<file path="config.mk">
export PLATFORM = sky130hd
export DESIGN_NAME = seq_divider
export DESIGN_NICKNAME = d
export VERILOG_FILES = /design/src/rtl/div_pkg.sv /design/src/rtl/div_step.sv /design/src/rtl/seq_divider.sv
export SDC_FILE = /design/constraint.sdc
export NUM_CORES = 1
export LEC_CHECK = 0
export ABC_AREA = 1
export BUFFER_PORTS_ARGS = -buffer_cell sky130_fd_sc_hd__buf_4
export CAP_MARGIN = 10
export CORE_MARGIN = 3
export CORE_UTILIZATION = 40
export CTS_BUF_LIST = sky130_fd_sc_hd__clkbuf_4 sky130_fd_sc_hd__clkbuf_8 sky130_fd_sc_hd__clkbuf_16
export DETAILED_ROUTE_END_ITERATION = 7
export SLEW_MARGIN = 20
export SYNTH_ARGS = -nofsm -noshare
export SYNTH_HDL_FRONTEND = slang
export SYNTH_SLANG_ARGS = --single-unit
</file>
<file path="constraint.sdc">
create_clock -name clk -period 2.45 [get_ports clk]
set_input_delay 0.1225 -clock clk [delete_from_list [all_inputs] [get_ports clk]]
set_output_delay 0.1225 -clock clk [all_outputs]
set_load 0.05 [all_outputs]
</file>
<file path="src/rtl/div_pkg.sv">
// -----------------------------------------------------------------------------
// div_pkg
// Shared definitions for the iterative divider:
//   DIV_WIDTH_DEFAULT : default operand/result width in bits
//   div_state_t       : controller states (IDLE, RUN, FIX, DONE)
//   div_count_width() : width of the step counter for a given operand width
// -----------------------------------------------------------------------------
package div_pkg;

   localparam int DIV_WIDTH_DEFAULT = 32;

   typedef enum logic [1:0] {
      ST_IDLE = 2'd0,
      ST_RUN  = 2'd1,
      ST_FIX  = 2'd2,
      ST_DONE = 2'd3
   } div_state_t;

   // The counter runs WIDTH-1 down to 0, so $clog2(WIDTH) bits are enough.
   function automatic int div_count_width(input int width);
      return $clog2(width);
   endfunction

endpackage

</file>
<file path="src/rtl/div_step.sv">
// -----------------------------------------------------------------------------
// div_step
// One restoring shift / trial-subtract / restore step of unsigned division.
// Purely combinational so it can be checked on its own or replicated for a
// higher-radix version.
//
// Ports:
//   r      in  WIDTH  current partial remainder
//   q      in  WIDTH  quotient shift register (undivided dividend bits on top)
//   d      in  WIDTH  divisor magnitude
//   r_next out WIDTH  partial remainder after the step
//   q_next out WIDTH  quotient register after the step (new bit in LSB)
// -----------------------------------------------------------------------------
module div_step
#(
   parameter int WIDTH = div_pkg::DIV_WIDTH_DEFAULT
) (
   input  logic [WIDTH-1:0] r,
   input  logic [WIDTH-1:0] q,
   input  logic [WIDTH-1:0] d,
   output logic [WIDTH-1:0] r_next,
   output logic [WIDTH-1:0] q_next
);

   logic [WIDTH-1:0] r_shift;
   logic [WIDTH:0]   trial;
   logic             no_borrow;

   // After i steps the remainder is below 2^i and is always below the divisor,
   // so entering any step its MSB is zero and shifting it out loses nothing.
   logic unused_r_msb;
   assign unused_r_msb = r[WIDTH-1];

   // NOTE: every output of an always_comb block is assigned on every path;
   // a path that skips an assignment would infer a latch.
   always_comb begin
      r_shift   = {r[WIDTH-2:0], q[WIDTH-1]};
      // Same A + ~B + 1 form as the adder path; the carry out of bit WIDTH
      // is set exactly when r_shift >= d (no borrow).
      trial     = {1'b0, r_shift} + {1'b0, ~d} + {{WIDTH{1'b0}}, 1'b1};
      no_borrow = trial[WIDTH];
      r_next    = no_borrow ? trial[WIDTH-1:0] : r_shift;
      q_next    = {q[WIDTH-2:0], no_borrow};
   end

endmodule

</file>
<file path="src/rtl/seq_divider.sv">
// -----------------------------------------------------------------------------
// seq_divider
// Iterative WIDTH-bit integer divider, one restoring step per cycle, signed or
// unsigned, with a start/done handshake. Signed operands are divided as
// magnitudes and the signs are applied in a single fix-up cycle.
//
// Ports:
//   clk         in   1      rising-edge clock
//   rst         in   1      synchronous active-high reset
//   start       in   1      request, accepted in IDLE or DONE only
//   signed_op   in   1      1 = two's-complement operands (sampled with start)
//   dividend    in   WIDTH  numerator (sampled with start)
//   divisor     in   WIDTH  denominator (sampled with start)
//   busy        out  1      high while iterating or fixing up signs
//   done        out  1      one-cycle pulse, results valid from this cycle on
//   quotient    out  WIDTH  result quotient (held until the next completion)
//   remainder   out  WIDTH  result remainder (held until the next completion)
//   div_by_zero out  1      divisor was zero; held with the results
// -----------------------------------------------------------------------------
module seq_divider
   import div_pkg::*;
#(
   parameter int WIDTH = DIV_WIDTH_DEFAULT
) (
   input  logic             clk,
   input  logic             rst,
   input  logic             start,
   input  logic             signed_op,
   input  logic [WIDTH-1:0] dividend,
   input  logic [WIDTH-1:0] divisor,
   output logic             busy,
   output logic             done,
   output logic [WIDTH-1:0] quotient,
   output logic [WIDTH-1:0] remainder,
   output logic             div_by_zero
);

   localparam int CNT_W = div_count_width(WIDTH);

   div_state_t       state;
   logic [WIDTH-1:0] r_reg;
   logic [WIDTH-1:0] q_reg;
   logic [WIDTH-1:0] d_reg;
   logic             neg_q;
   logic             neg_r;
   logic [CNT_W-1:0] count;

   logic [WIDTH-1:0] r_step;
   logic [WIDTH-1:0] q_step;

   logic             dividend_neg;
   logic             divisor_neg;
   logic [WIDTH-1:0] dividend_mag;
   logic [WIDTH-1:0] divisor_mag;

   // Sign bits only mean "negative" for signed operations; unsigned operands
   // with the MSB set are plain magnitudes.
   assign dividend_neg = signed_op & dividend[WIDTH-1];
   assign divisor_neg  = signed_op & divisor[WIDTH-1];

   // The magnitude of MIN is 2^(WIDTH-1), which still fits as an unsigned
   // value, so MIN / -1 comes out as quotient MIN without a special case.
   assign dividend_mag = dividend_neg ? (~dividend + WIDTH'(1)) : dividend;
   assign divisor_mag  = divisor_neg  ? (~divisor  + WIDTH'(1)) : divisor;

   div_step #(.WIDTH(WIDTH)) u_step (
      .r      (r_reg),
      .q      (q_reg),
      .d      (d_reg),
      .r_next (r_step),
      .q_next (q_step)
   );

   assign busy = (state == ST_RUN) || (state == ST_FIX);
   assign done = (state == ST_DONE);

   // NOTE: state registers use non-blocking assignments so every register in
   // this block samples the values from before the clock edge.
   always_ff @(posedge clk) begin
      if (rst) begin
         state       <= ST_IDLE;
         r_reg       <= '0;
         q_reg       <= '0;
         d_reg       <= '0;
         neg_q       <= 1'b0;
         neg_r       <= 1'b0;
         count       <= '0;
         quotient    <= '0;
         remainder   <= '0;
         div_by_zero <= 1'b0;
      end else begin
         case (state)
            ST_IDLE, ST_DONE: begin
               if (start) begin
                  if (divisor == '0) begin
                     // No iteration: results are defined directly and the
                     // raw dividend is returned unmodified.
                     quotient    <= '1;
                     remainder   <= dividend;
                     div_by_zero <= 1'b1;
                     state       <= ST_DONE;
                  end else begin
                     q_reg <= dividend_mag;
                     d_reg <= divisor_mag;
                     r_reg <= '0;
                     neg_q <= dividend_neg ^ divisor_neg;
                     neg_r <= dividend_neg;
                     count <= CNT_W'(WIDTH - 1);
                     state <= ST_RUN;
                  end
               end else begin
                  state <= ST_IDLE;
               end
            end

            ST_RUN: begin
               r_reg <= r_step;
               q_reg <= q_step;
               if (count == '0) begin
                  state <= ST_FIX;
               end else begin
                  count <= count - CNT_W'(1);
               end
            end

            ST_FIX: begin
               // Outputs are only written here and on a divide-by-zero
               // accept, so partial results never appear on the ports.
               quotient    <= neg_q ? (~q_reg + WIDTH'(1)) : q_reg;
               remainder   <= neg_r ? (~r_reg + WIDTH'(1)) : r_reg;
               div_by_zero <= 1'b0;
               state       <= ST_DONE;
            end

            default: state <= ST_IDLE;
         endcase
      end
   end

endmodule

</file>
==> impl_metrics.env <==
export IMPL_grt_max_degree=73
export IMPL_setup_viol=0
export IMPL_start_util=0.412
export IMPL_synthCells=2251
export IMPL_ys_flop_type="dfxtp_1"
export IMPL_grt_overflow=0
export IMPL_power_share_combinational=0.498
export IMPL_synth_top_area_frac=0.258
export IMPL_p_leak_nw=7.84
export IMPL_post_synth_top_count_cell="nand2_1"
export IMPL_layout_setup_ws_ns=0.119
export IMPL_holdPathEnd="d_reg[17]$_SDFFE_PP0P_"
export IMPL_syn_num_nets=2362
export IMPL_hold_viol=0
export IMPL_cts_root_buffer="clkbuf_16"
export IMPL_p_int_mw=6.98
export IMPL_fin_skew_ns=0.0169
export IMPL_worstSetupPathType="flop to flop"
export IMPL_cp_start_kind="flop"
export IMPL_syn_to_final_growth_pct=20.9
export IMPL_p_switching_mw=6.56
export IMPL_synth_area_leaders="dfxtp_1, nand2_1, inv_1, nand3_1, a21oi_1"
export IMPL_synth_area_um2=13200
export IMPL_coreArea_um2=32000
export IMPL_cts_buffers_inserted=17
export IMPL_grt_pass1_wl_mm=74.4
export IMPL_n_antenna_cell=0
export IMPL_synth_edf_count=0
export IMPL_hold_path_startpoint="divisor[17]"
export IMPL_yosys_warnings=0
export IMPL_synthDistinctLibCells=43
export IMPL_worst_ep_required_time_ns=2.76
export IMPL_slew_headroom=0.407
export IMPL_fmax_ghz=0.429
export IMPL_detailedPlace_worstSlack_ns=0.0799
export IMPL_rows=65
export IMPL_final_cell_area_um2=16000
export IMPL_post_dp_cell_area_um2=14900
export IMPL_gp_congestion=1.01
export IMPL_min_path_cells=3
export IMPL_hpwl_mm=37.7
export IMPL_power_frac_seq=0.287
export IMPL_cts_tree="done"
export IMPL_wl_per_cell_um=16.9
export IMPL_r2r_slack_ns=0.12
export IMPL_die_h_um=188
export IMPL_synthArstFlopShare=0
export IMPL_ios=135
export IMPL_fillerInstances=3451
export IMPL_ant_nets=0
export IMPL_drive_above_1_share=0.122
export IMPL_worstReg2RegEnd="r_reg[13]$_SDFFE_PP0P_"
export IMPL_synth_commonest_cells="nand2_1, inv_1, nor2_1, nand3_1, a21oi_1"
export IMPL_r2r_start="d_reg[29]$_SDFFE_PP0P_"
export IMPL_clockBufferDepth=2
export IMPL_numPortBuffers=134
export IMPL_clock_sinks=170
export IMPL_cap_violations=0
export IMPL_die_w_um=188
export IMPL_finalMaxSlewViolations=0
export IMPL_grt_pass1_vias=13668
export IMPL_htree_levels=4
export IMPL_switching_share=0.484
export IMPL_hold_slack_ns=0.00483
export IMPL_num_vias=14868
export IMPL_viasPerCell=5.20
export IMPL_r2r_cells=11
export IMPL_path_max_fanout=5
export IMPL_avgSynthCellArea_um2=5.87
export IMPL_period_minus_slack_ns=2.33
export IMPL_final_net_count=2523
export IMPL_hold_class="input port to flop"
export IMPL_grt_total_usage=0.264
export IMPL_clkPwrFrac=0.215
export IMPL_ys_seq_elements=170
export IMPL_ir_drop_v=0.000527
export IMPL_wl_mm=48.3
export IMPL_dr_first_iter_drc_count=1106
export IMPL_insertion_delay_ns=0.46
export IMPL_p_per_area_nw_per_um2=848
export IMPL_end_kind="flop"
export IMPL_crit_arrival_ns=2.64
export IMPL_cts_clk_slew_worst_paths_ns=0.08
export IMPL_status="completed"
export IMPL_tightest_slew_ns=0.890
export IMPL_yosysTopAreaCell="dfxtp_1"
export IMPL_die_area_um2=35200
export IMPL_drc=0
export IMPL_antenna_found_initial=0
export IMPL_dr_pass1_iters=6
export IMPL_final_period_utilization=0.951
export IMPL_yosysSeqAreaShare=0.258
[power by group through the flow]
| stage | combinational, mW | clock, mW | sequential, mW |
|---|---|---|---|
| detailed placement | 6.60 | 0 | 3.94 |
| global route | 7.51 | 3.06 | 3.96 |
| floorplan | 4.14 | 0 | 4.23 |
| global placement | 6.59 | 0 | 3.93 |
| finish | 6.74 | 2.91 | 3.89 |
| CTS | 6.65 | 2.95 | 3.88 |
[cell type report]
class / instances / area, um^2 / share of cell area
multi-input combinational: 1666 / 8220 / 0.515
sequential: 170 / 3410 / 0.213
timing repair buffer: 227 / 1940 / 0.122
inverter: 330 / 1240 / 0.0776
tap: 435 / 544 / 0.0341
clock buffer: 18 / 439 / 0.0275
clock inverter: 14 / 175 / 0.0110
[critical path, stage by stage, from the launching register on]
cell       delay (ns)
dfxtp_1          0.31
inv_1            0.11
ha_1             0.43
nand2_1          0.21
nor3_4           0.26
and2_1           0.21
nand2_4          0.13
nand2_8          0.14
clkbuf_16        0.15
nand3_1          0.08
nand3_1          0.09
a21oi_1          0.06
[placed cells by master, fill, tap and decap left out, drive strengths merged, types with 7 or more instances in the layout]
| cell type | instances |
|---|---|
| ha | 42 |
| or2 | 12 |
| nand2 | 639 |
| nor2 | 223 |
| xnor2 | 17 |
| a21oi | 184 |
| o21ai | 174 |
| a31oi | 26 |
| nand3 | 197 |
| buf | 206 |
| o31ai | 7 |
| clkinv | 18 |
| o211ai | 10 |
| dlygate4sd3 | 17 |
| nand4 | 19 |
| clkbuf | 22 |
| nor3 | 28 |
| inv | 324 |
| dfxtp | 170 |
| xor2 | 54 |
| nand3b | 13 |
[metal layers]
metal / up-vias / wire length [um] / global-route usage
li1: 7509 / - / -
met4: 0 / 1830 / 0.0967
met5: - / 0 / 0
met3: 77 / 2920 / 0.0419
met1: 6798 / 21600 / 0.351
met2: 484 / 22000 / 0.433
[through the flow]
step           total power [mW]  utilization  std cells   TNS, ns
2_1_floorplan              8.37            -       2251         0
3_3_place_gp               10.5        0.466       2803         0
3_5_place_dp               10.5        0.466       2803         0
4_1_cts                    13.5        0.491       2852         0
5_1_grt                    14.5        0.498       2860  -0.00346
6_report                   13.5        0.498       2860         0
[worst max path at each step]
stage / from / end / cells after the start
3_5_place_dp: q_reg[31]$_SDFFE_PP0P_ / r_reg[30]$_SDFFE_PP0P_ / 17
2_1_floorplan: q_reg[31]$_SDFFE_PP0P_ / r_reg[23]$_SDFFE_PP0P_ / 16
5_1_grt: d_reg[8]$_SDFFE_PP0P_ / r_reg[13]$_SDFFE_PP0P_ / 14
6_report: d_reg[29]$_SDFFE_PP0P_ / r_reg[13]$_SDFFE_PP0P_ / 11
3_3_place_gp: q_reg[31]$_SDFFE_PP0P_ / r_reg[30]$_SDFFE_PP0P_ / 17
4_1_cts: q_reg[31]$_SDFFE_PP0P_ / r_reg[2]$_SDFFE_PP0P_ / 17
[repair_timing]
item | in CTS | in global routing
hold buffers | 17 | 0
endpoints found under the setup margin | 0 | 33
resized for setup | 0 | 23
hold endpoints to repair | 17 | 0
setup buffers | 0 | 3
[cell families (layout without fill, tap and decap cells)]
logic type | Yosys count | after routing | synth area share
XOR/XNOR | 71 | 71 | 0.0471
flip-flops | 170 | 170 | 0.258
adder cells (fa/ha/maj) | 43 | 43 | 0.0413
AO/OA/AOI/OAI | 411 | 411 | 0.165
AND/OR/NAND/NOR | 1140 | 1141 | 0.363
buffers and inverters | 416 | 589 | 0.126
(Power assumes the default switching activity.)
